$ cat src/rtl/alog_pkg.sv
// rtl/alog_pkg.sv - shared state encodings and widths for the adaptive-filter blocks
package alog_pkg;

  typedef logic [4:0] state_t;

  localparam state_t S_IDLE = 5'b00001;
  localparam state_t S_FILT = 5'b00010;
  localparam state_t S_WCAL = 5'b00100;
  localparam state_t S_SHFT = 5'b01000;
  localparam state_t S_WAIT = 5'b10000;

  localparam int TAPS_DEF = 16;
  localparam int DATA_W   = 14;
  localparam int WEIGHT_W = 32;

endpackage

$ cat src/rtl/alog_seq_ctrl_if.sv
// rtl/alog_seq_ctrl_if.sv - control/status bundle between upstream logic and the phase sequencer
interface alog_seq_ctrl_if
  import alog_pkg::*;
#(
  parameter int TAPS   = TAPS_DEF,
  parameter int FCNT_W = 16
);

  logic                    head_flag;
  logic                    stall;
  logic                    clr;
  logic                    adap_filter_state;
  logic                    weight_cal_state;
  logic                    shift_data_state;
  logic [$clog2(TAPS)-1:0] tap_idx;
  logic                    busy;
  logic                    done;
  logic [FCNT_W-1:0]       frame_cnt;

  modport master (
    output head_flag, stall, clr,
    input  adap_filter_state, weight_cal_state, shift_data_state,
    input  tap_idx, busy, done, frame_cnt
  );

  modport slave (
    input  head_flag, stall, clr,
    output adap_filter_state, weight_cal_state, shift_data_state,
    output tap_idx, busy, done, frame_cnt
  );

endinterface

$ cat src/rtl/alog_phase_cnt.sv
// rtl/alog_phase_cnt.sv - loadable down-counter with hold and terminal-count flag
module alog_phase_cnt
  import alog_pkg::*;
#(
  parameter int W = 4
) (
  input  logic         clk,
  input  logic         rstn,
  input  logic         load_i,
  input  logic         dec_i,
  input  logic [W-1:0] load_val_i,
  output logic [W-1:0] cnt_o,
  output logic         tc_o
);

  logic [W-1:0] cnt_q;
  logic [W-1:0] cnt_d;

  // Load has priority over decrement; neither asserted means hold.
  always_comb begin
    cnt_d = cnt_q;
    if (load_i) begin
      cnt_d = load_val_i;
    end else if (dec_i) begin
      cnt_d = cnt_q - 1'b1;
    end
  end

  // Counter register.
  always_ff @(posedge clk or negedge rstn) begin
    if (!rstn) begin
      cnt_q <= '0;
    end else begin
      cnt_q <= cnt_d;
    end
  end

  assign cnt_o = cnt_q;
  assign tc_o  = (cnt_q == '0);

endmodule

$ cat src/rtl/alog_seq_ctrl.sv
// rtl/alog_seq_ctrl.sv - FILT/WCAL/SHFT phase sequencer; ALOG_SEQ_CONT_EN enables back-to-back frames
module alog_seq_ctrl
  import alog_pkg::*;
#(
  parameter int TAPS     = TAPS_DEF,
  parameter int WCAL_CYC = 1,
  parameter int SHFT_CYC = 1,
  parameter int FCNT_W   = 16
) (
  input  logic            clk,
  input  logic            rstn,
  alog_seq_ctrl_if.slave  seq
);

  localparam int TW = $clog2(TAPS);
  localparam int CW = (TW > 4) ? TW : 4;

  localparam logic [CW-1:0] TAPS_M1 = CW'(TAPS - 1);
  localparam logic [CW-1:0] WCAL_M1 = CW'(WCAL_CYC - 1);
  localparam logic [CW-1:0] SHFT_M1 = CW'(SHFT_CYC - 1);

  state_t            state_q;
  state_t            state_d;
  logic              cnt_load;
  logic              cnt_dec;
  logic [CW-1:0]     cnt_val;
  logic [CW-1:0]     cnt;
  logic              cnt_tc;
  logic              done;
  logic [FCNT_W-1:0] frame_cnt_q;

  // One counter serves every phase; it is reloaded on each phase entry.
  alog_phase_cnt #(.W(CW)) u_phase_cnt (
    .clk        (clk),
    .rstn       (rstn),
    .load_i     (cnt_load),
    .dec_i      (cnt_dec),
    .load_val_i (cnt_val),
    .cnt_o      (cnt),
    .tc_o       (cnt_tc)
  );

  // State register.
  always_ff @(posedge clk or negedge rstn) begin
    if (!rstn) begin
      state_q <= S_IDLE;
    end else begin
      state_q <= state_d;
    end
  end

  // Next state and counter control; clr beats stall, stall freezes everything.
  always_comb begin
    state_d  = state_q;
    cnt_load = 1'b0;
    cnt_dec  = 1'b0;
    cnt_val  = '0;
    if (seq.clr) begin
      state_d  = S_IDLE;
      cnt_load = 1'b1;
    end else if (!seq.stall) begin
      case (state_q)
        S_IDLE: begin
          if (seq.head_flag) begin
            state_d  = S_FILT;
            cnt_load = 1'b1;
            cnt_val  = TAPS_M1;
          end
        end
        S_FILT: begin
          if (cnt_tc) begin
            state_d  = S_WCAL;
            cnt_load = 1'b1;
            cnt_val  = WCAL_M1;
          end else begin
            cnt_dec = 1'b1;
          end
        end
        S_WCAL: begin
          if (cnt_tc) begin
            state_d  = S_SHFT;
            cnt_load = 1'b1;
            cnt_val  = SHFT_M1;
          end else begin
            cnt_dec = 1'b1;
          end
        end
        S_SHFT: begin
          if (cnt_tc) begin
`ifdef ALOG_SEQ_CONT_EN
            if (seq.head_flag) begin
              state_d  = S_FILT;
              cnt_load = 1'b1;
              cnt_val  = TAPS_M1;
            end else begin
              state_d = S_IDLE;
            end
`else
            state_d = S_WAIT;
`endif
          end else begin
            cnt_dec = 1'b1;
          end
        end
        S_WAIT: begin
          // A level still high from the last frame must drop before retriggering.
          if (!seq.head_flag) begin
            state_d = S_IDLE;
          end
        end
        default: begin
          state_d  = S_IDLE;
          cnt_load = 1'b1;
        end
      endcase
    end
  end

  // Output decode: enables gated by stall, busy ungated, tap index counts up.
  always_comb begin
    seq.adap_filter_state = state_q[1] & ~seq.stall;
    seq.weight_cal_state  = state_q[2] & ~seq.stall;
    seq.shift_data_state  = state_q[3] & ~seq.stall;
    seq.busy              = state_q[1] | state_q[2] | state_q[3];
    seq.tap_idx           = '0;
    if (state_q == S_FILT) begin
      seq.tap_idx = TW'(TAPS_M1 - cnt);
    end
    done          = state_q[3] & cnt_tc & ~seq.stall;
    seq.done      = done;
    seq.frame_cnt = frame_cnt_q;
  end

  // Completed-frame counter, saturating; survives clr.
  always_ff @(posedge clk or negedge rstn) begin
    if (!rstn) begin
      frame_cnt_q <= '0;
    end else if (done && (frame_cnt_q != '1)) begin
      frame_cnt_q <= frame_cnt_q + 1'b1;
    end
  end

endmodule

$ cat src/flat_wrapper.sv
// flat-port wrapper written by rule: the top's interface ports become plain ports
module alog_seq_ctrl_flat import alog_pkg::*;
#(
  parameter int TAPS     = TAPS_DEF,
  parameter int WCAL_CYC = 1,
  parameter int SHFT_CYC = 1,
  parameter int FCNT_W   = 16
)
  (clk, rstn, seq_head_flag, seq_stall, seq_clr, seq_adap_filter_state, seq_weight_cal_state, seq_shift_data_state, seq_tap_idx, seq_busy, seq_done, seq_frame_cnt);
  alog_seq_ctrl_if #(.TAPS(TAPS), .FCNT_W(FCNT_W)) seq_i ();
  input  logic clk;
  input  logic rstn;
  input wire logic [$bits(seq_i.head_flag)-1:0] seq_head_flag;
  input wire logic [$bits(seq_i.stall)-1:0] seq_stall;
  input wire logic [$bits(seq_i.clr)-1:0] seq_clr;
  output wire logic [$bits(seq_i.adap_filter_state)-1:0] seq_adap_filter_state;
  output wire logic [$bits(seq_i.weight_cal_state)-1:0] seq_weight_cal_state;
  output wire logic [$bits(seq_i.shift_data_state)-1:0] seq_shift_data_state;
  output wire logic [$bits(seq_i.tap_idx)-1:0] seq_tap_idx;
  output wire logic [$bits(seq_i.busy)-1:0] seq_busy;
  output wire logic [$bits(seq_i.done)-1:0] seq_done;
  output wire logic [$bits(seq_i.frame_cnt)-1:0] seq_frame_cnt;
  assign seq_i.head_flag = seq_head_flag;
  assign seq_i.stall = seq_stall;
  assign seq_i.clr = seq_clr;
  assign seq_adap_filter_state = seq_i.adap_filter_state;
  assign seq_weight_cal_state = seq_i.weight_cal_state;
  assign seq_shift_data_state = seq_i.shift_data_state;
  assign seq_tap_idx = seq_i.tap_idx;
  assign seq_busy = seq_i.busy;
  assign seq_done = seq_i.done;
  assign seq_frame_cnt = seq_i.frame_cnt;
  alog_seq_ctrl #(.TAPS(TAPS), .WCAL_CYC(WCAL_CYC), .SHFT_CYC(SHFT_CYC), .FCNT_W(FCNT_W)) u_core (.clk(clk), .rstn(rstn), .seq(seq_i));
endmodule
$ cat config.mk
export PLATFORM = sky130hd
export DESIGN_NAME = alog_seq_ctrl_flat
export DESIGN_NICKNAME = d
export VERILOG_FILES = /design/src/rtl/alog_pkg.sv /design/src/rtl/alog_seq_ctrl_if.sv /design/src/rtl/alog_phase_cnt.sv /design/src/rtl/alog_seq_ctrl.sv /design/src/flat_wrapper.sv
export SDC_FILE = /design/constraint.sdc
export NUM_CORES = 1
export LEC_CHECK = 0
export BUFFER_PORTS_ARGS = -buffer_cell sky130_fd_sc_hd__buf_4
export CORE_UTILIZATION = 45
export CTS_CLUSTER_DIAMETER = 100
export DETAILED_ROUTE_END_ITERATION = 16
export GPL_ROUTABILITY_DRIVEN = 0
export HOLD_SLACK_MARGIN = 0.1
export PLACE_DENSITY = 0.68
export SYNTH_ARGS = -nofsm -noshare
export SYNTH_HDL_FRONTEND = slang
export SYNTH_SLANG_ARGS = --single-unit
$ cat constraint.sdc
create_clock -name clk -period 2.11 [get_ports clk]
set_clock_uncertainty 0.15 [all_clocks]
set_input_delay 0.1055 -clock clk [delete_from_list [all_inputs] [get_ports clk]]
set_output_delay 0.1055 -clock clk [all_outputs]
set_load 0.05 [all_outputs]
---- Word level (Yosys, flattened, before mapping) ----
Cells that the tools add are included.
word-level totals
  RAM bits ................................ 0
  bits in registers ....................... 25
  output and inout port bits .............. 25
  memory bits (read-only) ................. 0
  logic and storage cells ................. 57
  memories ................................ 0
  bits in latches ......................... 0
operators by class
  shift-type cells ........................ 0
  $lt $le $gt $ge ......................... 0
  multiply operators ...................... 0
  equality and inequality tests ........... 12
  div/mod/pow operators ................... 0
  bitwise operators ....................... 8
  add/sub/neg operators ................... 3
  mux-type cells .......................... 24
  reduce and logical (&&, ||, !) cells .... 7
operators with widths
  kind                                               count
  two-way mux 5 bit                                  7
  two-way mux 4 bit                                  7
  one-hot mux 5 bit (5 select lines)                 1
  adder 16 x 1 -> 16 bit (second input constant)     1
  != test 16 bit (second input constant)             1
  != test 3 x 2 -> 1 bit (second input constant)     3
  two-way mux 1 bit                                  8
  != test 3 bit (second input constant)              2
  AND reduction 6 bit                                1
  AND 1 bit                                          5
  == test 5 x 1 -> 1 bit (second input constant)     1
  == test 5 x 2 -> 1 bit (second input constant)     1
  == test 5 x 3 -> 1 bit (second input constant)     1
  == test 5 x 4 -> 1 bit (second input constant)     1
  == test 5 bit (second input constant)              1
  logical NOT 4 bit                                  1
  OR reduction 2 bit                                 2
  subtractor 4 x 1 -> 4 bit (second input constant)  1
  subtractor 4 bit (first input constant)            1
  one-hot mux 1 bit (3 select lines)                 1
  OR reduction 3 bit                                 1
  != test 2 x 1 -> 1 bit (second input constant)     1
  bitwise OR 1 bit                                   2
  nonzero test 2 bit                                 1
  2 further kinds                                    2

---- Logic depth before layout (Yosys ltp) ----
Gate-level depths: netlist (run 1).
  depth after elaboration ................. 7
  gate-level depth with buffers ........... 7
  mapped depth without buffers ............ 7

---- By module ----
From an unflattened synthesis (run 1), not the netlist that was laid out.
second synthesis, totals
  cells, all modules ...................... 162
  area total of the unflattened synthesis .. 1589.0 sq um
modules (own cells, without submodules)
  module          area each (sq um)  cells each  sequential area each (sq um)  instances
  alog_seq_ctrl   1358.8             141         526.8                         1
  alog_phase_cnt  230.2              21          100.1                         1

---- Least setup slack after synthesis (run 1) ----
Ideal clock, no wire load.
  kind .................................... register to register
  from .................................... register u_core.state_q[3]
  to ...................................... register u_core.frame_cnt_q[15] (netlist: u_core.seq.frame_cnt[15])
  clock period less this slack ............ 2.422 ns
  cell stages (with the launch flop) ...... 7
  setup slack ............................. -0.312 ns
  buffers on the path ..................... 1
  data arrival time ....................... 2.131 ns
  required time ........................... 1.819 ns
  setup time .............................. 0.141 ns
  cells stage by stage .................... dfrtp_1 buf_6 nor2b_1 nand3_1 nor4_1 nand4_1 xnor2_1
on the way
  word-level cells in the longest chain between the ends .. 3
ends and longest elaborated chain
  item                    line                  source
  from (decl)             alog_seq_ctrl.sv:22   state_t state_q;
  from (signal assigned)  alog_seq_ctrl.sv:48   state_q <= state_d;
  AND 1 bit (2 in a row)  alog_seq_ctrl.sv:129  done = state_q[3] & cnt_tc & ~seq.stall;
  logical AND 1 bit       alog_seq_ctrl.sv:138  end else if (done && (frame_cnt_q != '1)) begin
  to (signal assigned)    alog_seq_ctrl.sv:139  frame_cnt_q <= frame_cnt_q + 1'b1;
  to (decl)               alog_seq_ctrl.sv:30   logic [FCNT_W-1:0] frame_cnt_q;
Every way passes these cells.
A chain may end at the register's enable or synchronous reset.

---- Worst setup path after layout (run 1) ----
  from .................................... register u_core.state_q[4]
  to ...................................... register u_core.state_q[2]
on the way
  word-level cells in the longest chain between the ends .. 4
ends and longest elaborated chain
  item                                   line                 source
  == test 5 bit (tied with other cells)  alog_seq_ctrl.sv:62  case (state_q)
  one-hot mux 5 bit (5 select lines)     alog_seq_ctrl.sv:62
  two-way mux 5 bit                      alog_seq_ctrl.sv:61  end else if (!seq.stall) begin
  two-way mux 5 bit                      alog_seq_ctrl.sv:58  if (seq.clr) begin
Several ways; a longest one is shown, not always the timed one. The select of a mux whose other input is x is not followed.

==> results.tsv, run 1 <==
stage	metric	value	unit
status	outcome	finished, violations left	
status	violations	setup timing	
clock_tree	clk_pin_slew	130	ps
routing	vias	1361	
global_route	antenna_found_initial	0	
pwr	intPower	0.7200	mW
clock_tree	htreeDepth	1	
sta	max_freq	459.3	MHz
clock_tree	clock_latency	330	ps
setup_path	cp-start-kind	flop	
global_route	grt_pass1_wl	5733	um
floorplanning	io_pins	30	
sta	rsz0062_at_grt	yes	
clock_tree	clk_path_buf_depth	2	
place	port_buffers	29	
place	dp_slack	-111.6	ps
routing	wl_per_cell	14.83	um
synthesis	synth_warnings	0	
clock_tree	cts_tree	yes	
routing	antenna_left	0	
sta	worst_pin_slew	450.3	ps
setup_path	worst_ep_arrival_time	2240	ps
layout	layout_common_cells	47 x buf_4, 23 x dfrtp_1, 12 x nand2_1	
routing	vias_per_cell	5.533	
pwr	p_sw	0.3272	mW
pwr	max-vdd-ir-drop	0.0003158	V
clock_tree	cts_made_buffers	3	
synthesis	synth_seq_cells	25	
setup_path	crit_slowest_cell	dfrtp_2	
sta	period_share	103.2	%
global_route	grt_max_degree	25	
floorplanning	design.die.area	3476	um^2
sta	fin_crit	2177	ps
layout	final_common_cell	buf_4	
routing	drt-total-wl	3648	um
sta	fin_ws	-67.26	ps
synthesis	synthCells	148	
sta	finalSetupViolations	3	
pwr	leakagePower	0.9770	nW
setup_path	cp_max_fo	9	
routing	drtPass1Iterations	4	
pwr	seqPwrFrac	50.0	%
routing	first_iter_violations	66	
layout	nNetsFinal	211	
floorplanning	die_y	58.96	um
sta	setup-tns-final	-172.4	ps
routing	drc	0	
synthesis	syn_avg_cell_area	9.866	um^2
global_route	global_route.usage.total	22.12	%
layout	area_delta_synth_final	42.76	%
floorplanning	core-area	3078	um^2
sta	maxSlewViolCount	0	
layout	insertedDiodeCount	0	
run	maxCapViolCount	0	
synthesis	ys_types	47	
setup_path	crit_type	reg2reg	
synthesis	synth_edf_count	0	
global_route	grt_pass1_vias	1291	
pwr	swShare	31.24	%
pwr	clockPowerShare	21.0	%
synthesis	yosysSeqAreaShare	42.93	%
setup_path	slowest_delay	500	ps
setup_path	cp.required	2180	ps
floorplanning	rows	20	
setup_path	cp-end-kind	flop	
setup_path	ff2ff_setup_slack	-70	ps
synthesis	ys_async_sr_fraction	100.0	%
sta	max_slew_margin	69.87	%
layout	layout-drive-gt1-share	40.10	%
worst_hold_path	hold_class	in2reg	
floorplanning	die_w	58.96	um
pwr	p_comb_share	29.1	%
synthesis	netlist_area	1460	um^2
setup_path	cp_cell_sequence	or2_1 > a211oi_1 > a31oi_2 > a21oi_4 > mux2_1	
floorplanning	initial_core_util	47.44	%
synthesis	synth_fp_nets	156	
layout	final_util	67.72	%
clock_tree	cts_root_buffer	clkbuf_4	
pwr	power_density	502.4	nW/um^2
place	post-dp-hpwl	2452	um
synthesis	synth_flop_cell	dfrtp_1	
clock_tree	cts.sinks	25	
sta	finalHoldViolCount	0	
global_route	overflow	0	
-- power by group through the flow --
stage / sequential, mW / clock [mW] / combinational (mW)
2_1_floorplan: 0.528 / 0 / 0.136
3_3_place_gp: 0.530 / 0 / 0.215
3_5_place_dp: 0.531 / 0 / 0.220
4_1_cts: 0.522 / 0.225 / 0.235
5_1_grt: 0.527 / 0.244 / 0.326
6_report: 0.523 / 0.220 / 0.304
-- repair_timing --
action                                 CTS  global route
buffers inserted                         2             7
hold buffers                             4             1
setup endpoints to repair                7            19
gates resized for setup                  4            26
gates cloned                             0             0
pin swaps                                1            12
endpoints found under the hold margin   28            24
-- area by class of cell --
type	count	area, um^2
repair buffers	55	441.7
fillers	242	993.5
inverters	7	26.28
well taps	44	55.05
flip-flops and latches	25	628.1
multi-input cells	111	905.9
clock inverters	1	5.005
clock buffers	3	22.52
-- Yosys cell counts (4+ instances only) --
cell      n  area (um^2)
xor2_1    5        43.79
nand3_1   6        30.03
nor2_1   12        45.04
nor3_1    5        25.02
and3_1    4        25.02
dfrtp_1  24        600.6
nand2_1  13        48.80
a31oi_1   4        25.02
inv_1     7        26.28
nand4_1   5        31.28
xnor2_1  11        96.34
-- metrics by stage --
stage	area, um^2	power, mW	hold slack (ps)	instances
global placement	1804	0.7449	-124.0	229
CTS	1913	0.9823	123.0	239
detailed placement	1804	0.7512	-123.1	229
finish	2085	1.047	124.6	246
global route	2085	1.096	129.4	246
floorplan	1469	0.6637	-340.1	148
-- flip-flops by register name, indices dropped and copies added, names as in the netlist --
register	cells
u_core.u_phase_cnt.cnt_o	4
u_core.state_q	5
u_core.seq.frame_cnt	16
-- worst max-delay path: cells and delay by family, from the launching register on --
kind             cells  cell delay [ps]
AND/OR/NAND/NOR      1              300
flip-flops           1              500
AO/OA/AOI/OAI        3              770
multiplexers         1              350
-- layer usage --
layer	vias to the layer above	track usage (%)	part of all wire (%)
met5	-	0	0
met2	42	37.50	52
li1	648	-	-
met1	664	27.48	41
met3	7	3.077	4.4
met4	0	11.22	2.0
-- path summary, 6_finish.rpt --
| path | start | endpoint | cells after the start |
|---|---|---|---|
| setup / recovery | u_core.state_q[4]$_DFFE_PN0P_ | u_core.state_q[2]$_DFFE_PN0P_ | 5 |
| hold / removal | seq_head_flag | u_core.state_q[3]$_DFFE_PN0P_ | 4 |
| setup reg to reg | u_core.state_q[4]$_DFFE_PN0P_ | u_core.state_q[2]$_DFFE_PN0P_ | 5 |
| hold reg to reg | u_core.seq.frame_cnt[15]$_DFFE_PN0P_ | u_core.seq.frame_cnt[15]$_DFFE_PN0P_ | 1 |
| max in group asynchronous | rstn | u_core.state_q[0]$_DFFE_PN1P_ | 4 |
| min in group asynchronous | rstn | u_core.u_phase_cnt.cnt_o[1]$_DFFE_PN0P_ | 3 |
-- kinds of logic after synthesis --
family / count (synthesis) / synth area share, %
AND/OR/NAND/NOR: 66 / 25.02
flip-flops: 25 / 42.93
adder cells (fa/ha/maj): 3 / 2.571
multiplexers: 4 / 3.085
XOR/XNOR: 16 / 9.597
buffers and inverters: 12 / 3.770
AO/OA/AOI/OAI: 22 / 13.03
Power figures use the tool's default switching activity.
==> run 2, diff against run 1 <==
PLACE_DENSITY = 0.66   (was 0.68)
REMOVE_ABC_BUFFERS = 1   (was default)
clock period = 2.1 ns   (was 2.11 ns; I/O delays follow)
==> results.tsv, run 2 (synthesis gave the netlist of run 1 again) <==
stage	metric	value	unit
status	outcome	finished, violations left	
status	violations	setup timing	
routing	vias_per_cell	5.406	
layout	layout-drive-gt1-share	36.50	%
place	port_buffers	29	
sta	maxSlewViolCount	0	
setup_path	critical_path_depth	4	
setup_path	cp_max_fo	5	
clock_tree	clk_path_buf_depth	2	
setup_path	cp-start-kind	flop	
pwr	power_density	501.6	nW/um^2
routing	first_iter_violations	36	
floorplanning	die_w	58.96	um
clock_tree	clock_latency	320	ps
floorplanning	io_pins	30	
worst_hold_path	hold_class	in2reg	
place	post-dp-hpwl	2380	um
setup_path	cp_cell_sequence	or3_4 > or4_4 > a21oi_4 > mux2_1	
clock_tree	cts_root_buffer	clkbuf_4	
sta	worst_pin_slew	1070	ps
floorplanning	initial_core_util	47.44	%
routing	drt-total-wl	3390	um
run	maxCapViolCount	0	
layout	layout_common_cells	47 x buf_4, 24 x dfrtp_1, 13 x nand2_1	
routing	drtPass1Iterations	4	
layout	final_util	65.73	%
floorplanning	die_y	58.96	um
sta	fin_crit	2103	ps
setup_path	crit_buf_inv	0	
layout	largest_reg_flops	16	
setup_path	crit_type	reg2reg	
pwr	p_sw	0.3056	mW
setup_path	reg2reg_depth	4	
pwr	p_comb_share	27.1	%
pwr	swShare	30.11	%
setup_path	cp-end-kind	flop	
clock_tree	cts_tree	yes	
sta	fin_ws	-3.355	ps
routing	vias	1319	
global_route	grt_pass1_vias	1278	
sta	finalSetupViolations	1	
global_route	global_route.usage.total	20.21	%
floorplanning	rows	20	
global_route	grt_pass1_wl	5409	um
clock_tree	htreeDepth	1	
pwr	finalPower	1.015	mW
layout	final_common_cell	buf_4	
setup_path	crit_slowest_cell	or4_4	
routing	antenna_left	0	
pwr	seqPwrFrac	51.8	%
global_route	overflow	0	
sta	finalHoldViolCount	0	
pwr	max-vdd-ir-drop	0.0003397	V
pwr	clockPowerShare	21.1	%
global_route	antenna_found_initial	0	
setup_path	slowest_delay	440	ps
floorplanning	core-area	3078	um^2
global_route	grt_max_degree	25	
setup_path	worst_ep_arrival_time	2170	ps
layout	area_delta_synth_final	38.56	%
floorplanning	design.die.area	3476	um^2
sta	rsz0062_at_grt	yes	
layout	nNetsFinal	209	
sta	period_share	100.2	%
clock_tree	cts_made_buffers	3	
pwr	leakagePower	0.9627	nW
clock_tree	cts.sinks	25	
sta	max_slew_margin	28.45	%
setup_path	cp.required	2170	ps
worst_hold_path	holdPathStages	4	
clock_tree	clk_pin_slew	130	ps
place	dp_slack	-95.51	ps
sta	max_freq	475.4	MHz
pwr	intPower	0.7092	mW
layout	insertedDiodeCount	0	
routing	wl_per_cell	13.89	um
routing	drc	0	
setup_path	critPathTopFamily	simple AND/OR/NAND/NOR gates	
[run 2: cell count changes in the layout (fill, tap and decap cells not counted), sizes merged]
cell    previous run  this run
buf               51        49
clkinv             1         0
clkbuf             3         4
[run 2: metal layers]
| metal | global-route usage (%) | share of wire (%) | wire length, um | up-vias |
|---|---|---|---|---|
| li1 | - | - | - | 647 |
| met1 | 25.35 | 45 | 1538 | 627 |
| met2 | 35.55 | 50 | 1700 | 40 |
| met3 | 1.978 | 3.3 | 112 | 5 |
| met4 | 8.163 | 1.1 | 38 | 0 |
| met5 | 0 | 0 | 0 | - |
[run 2: layout make-up]
type / count / area [um^2]
fillers: 265 / 1055
multi-input cells: 111 / 873.3
flip-flops and latches: 25 / 626.9
repair buffers: 53 / 415.4
well taps: 44 / 55.05
clock buffers: 4 / 26.28
inverters: 7 / 26.28
[run 2: repair_timing]
item                                    4_1_cts  5_1_grt
gates resized for setup                       2       19
cloned                                        0        0
endpoints found under the setup margin        7       15
pin swaps                                     0       11
setup buffers                                 0        3
hold endpoints to repair                     29        0
hold buffers                                  4        0
[run 2: worst paths after layout]
check / from / to / slack (ps)
worst max-delay path: u_core.state_q[1]$_DFFE_PN0P_ / u_core.state_q[4]$_DFFE_PN0P_ / -3
worst min-delay path: seq_head_flag / u_core.state_q[1]$_DFFE_PN0P_ / 130
worst max register to register: u_core.state_q[1]$_DFFE_PN0P_ / u_core.state_q[4]$_DFFE_PN0P_ / -3
worst min register to register: u_core.seq.frame_cnt[15]$_DFFE_PN0P_ / u_core.seq.frame_cnt[15]$_DFFE_PN0P_ / 350
max in group asynchronous: rstn / u_core.u_phase_cnt.cnt_o[0]$_DFFE_PN0P_ / 250
min in group asynchronous: rstn / u_core.state_q[0]$_DFFE_PN1P_ / 660
[run 2: through the flow]
| step | cell area (um^2) | cells | hold slack (ps) | TNS (ps) |
|---|---|---|---|---|
| after floorplan | 1431 | 143 | -340.6 | -4519 |
| after CTS | 1911 | 241 | 116.2 | -5.923 |
| final | 2023 | 244 | 132.6 | -3.355 |
| after detailed placement | 1832 | 233 | -122.8 | -322.6 |
| after global routing | 2023 | 244 | 129.5 | -368.0 |
| after global placement | 1832 | 233 | -128.9 | -28.52 |
[run 2: worst register-to-register path, stage by stage (launching register included)]
cell     delay [ps]
dfrtp_1         400
or3_4           420
or4_4           440
a21oi_4         250
mux2_1          340
[run 2: power groups by stage]
stage               Sequential (mW)  Combinational, mW  Clock, mW
global route                  0.530              0.298      0.233
detailed placement            0.530              0.227          0
finish                        0.526              0.275      0.214
CTS                           0.524              0.241      0.220
global placement              0.530              0.222          0
floorplan                     0.537              0.124          0
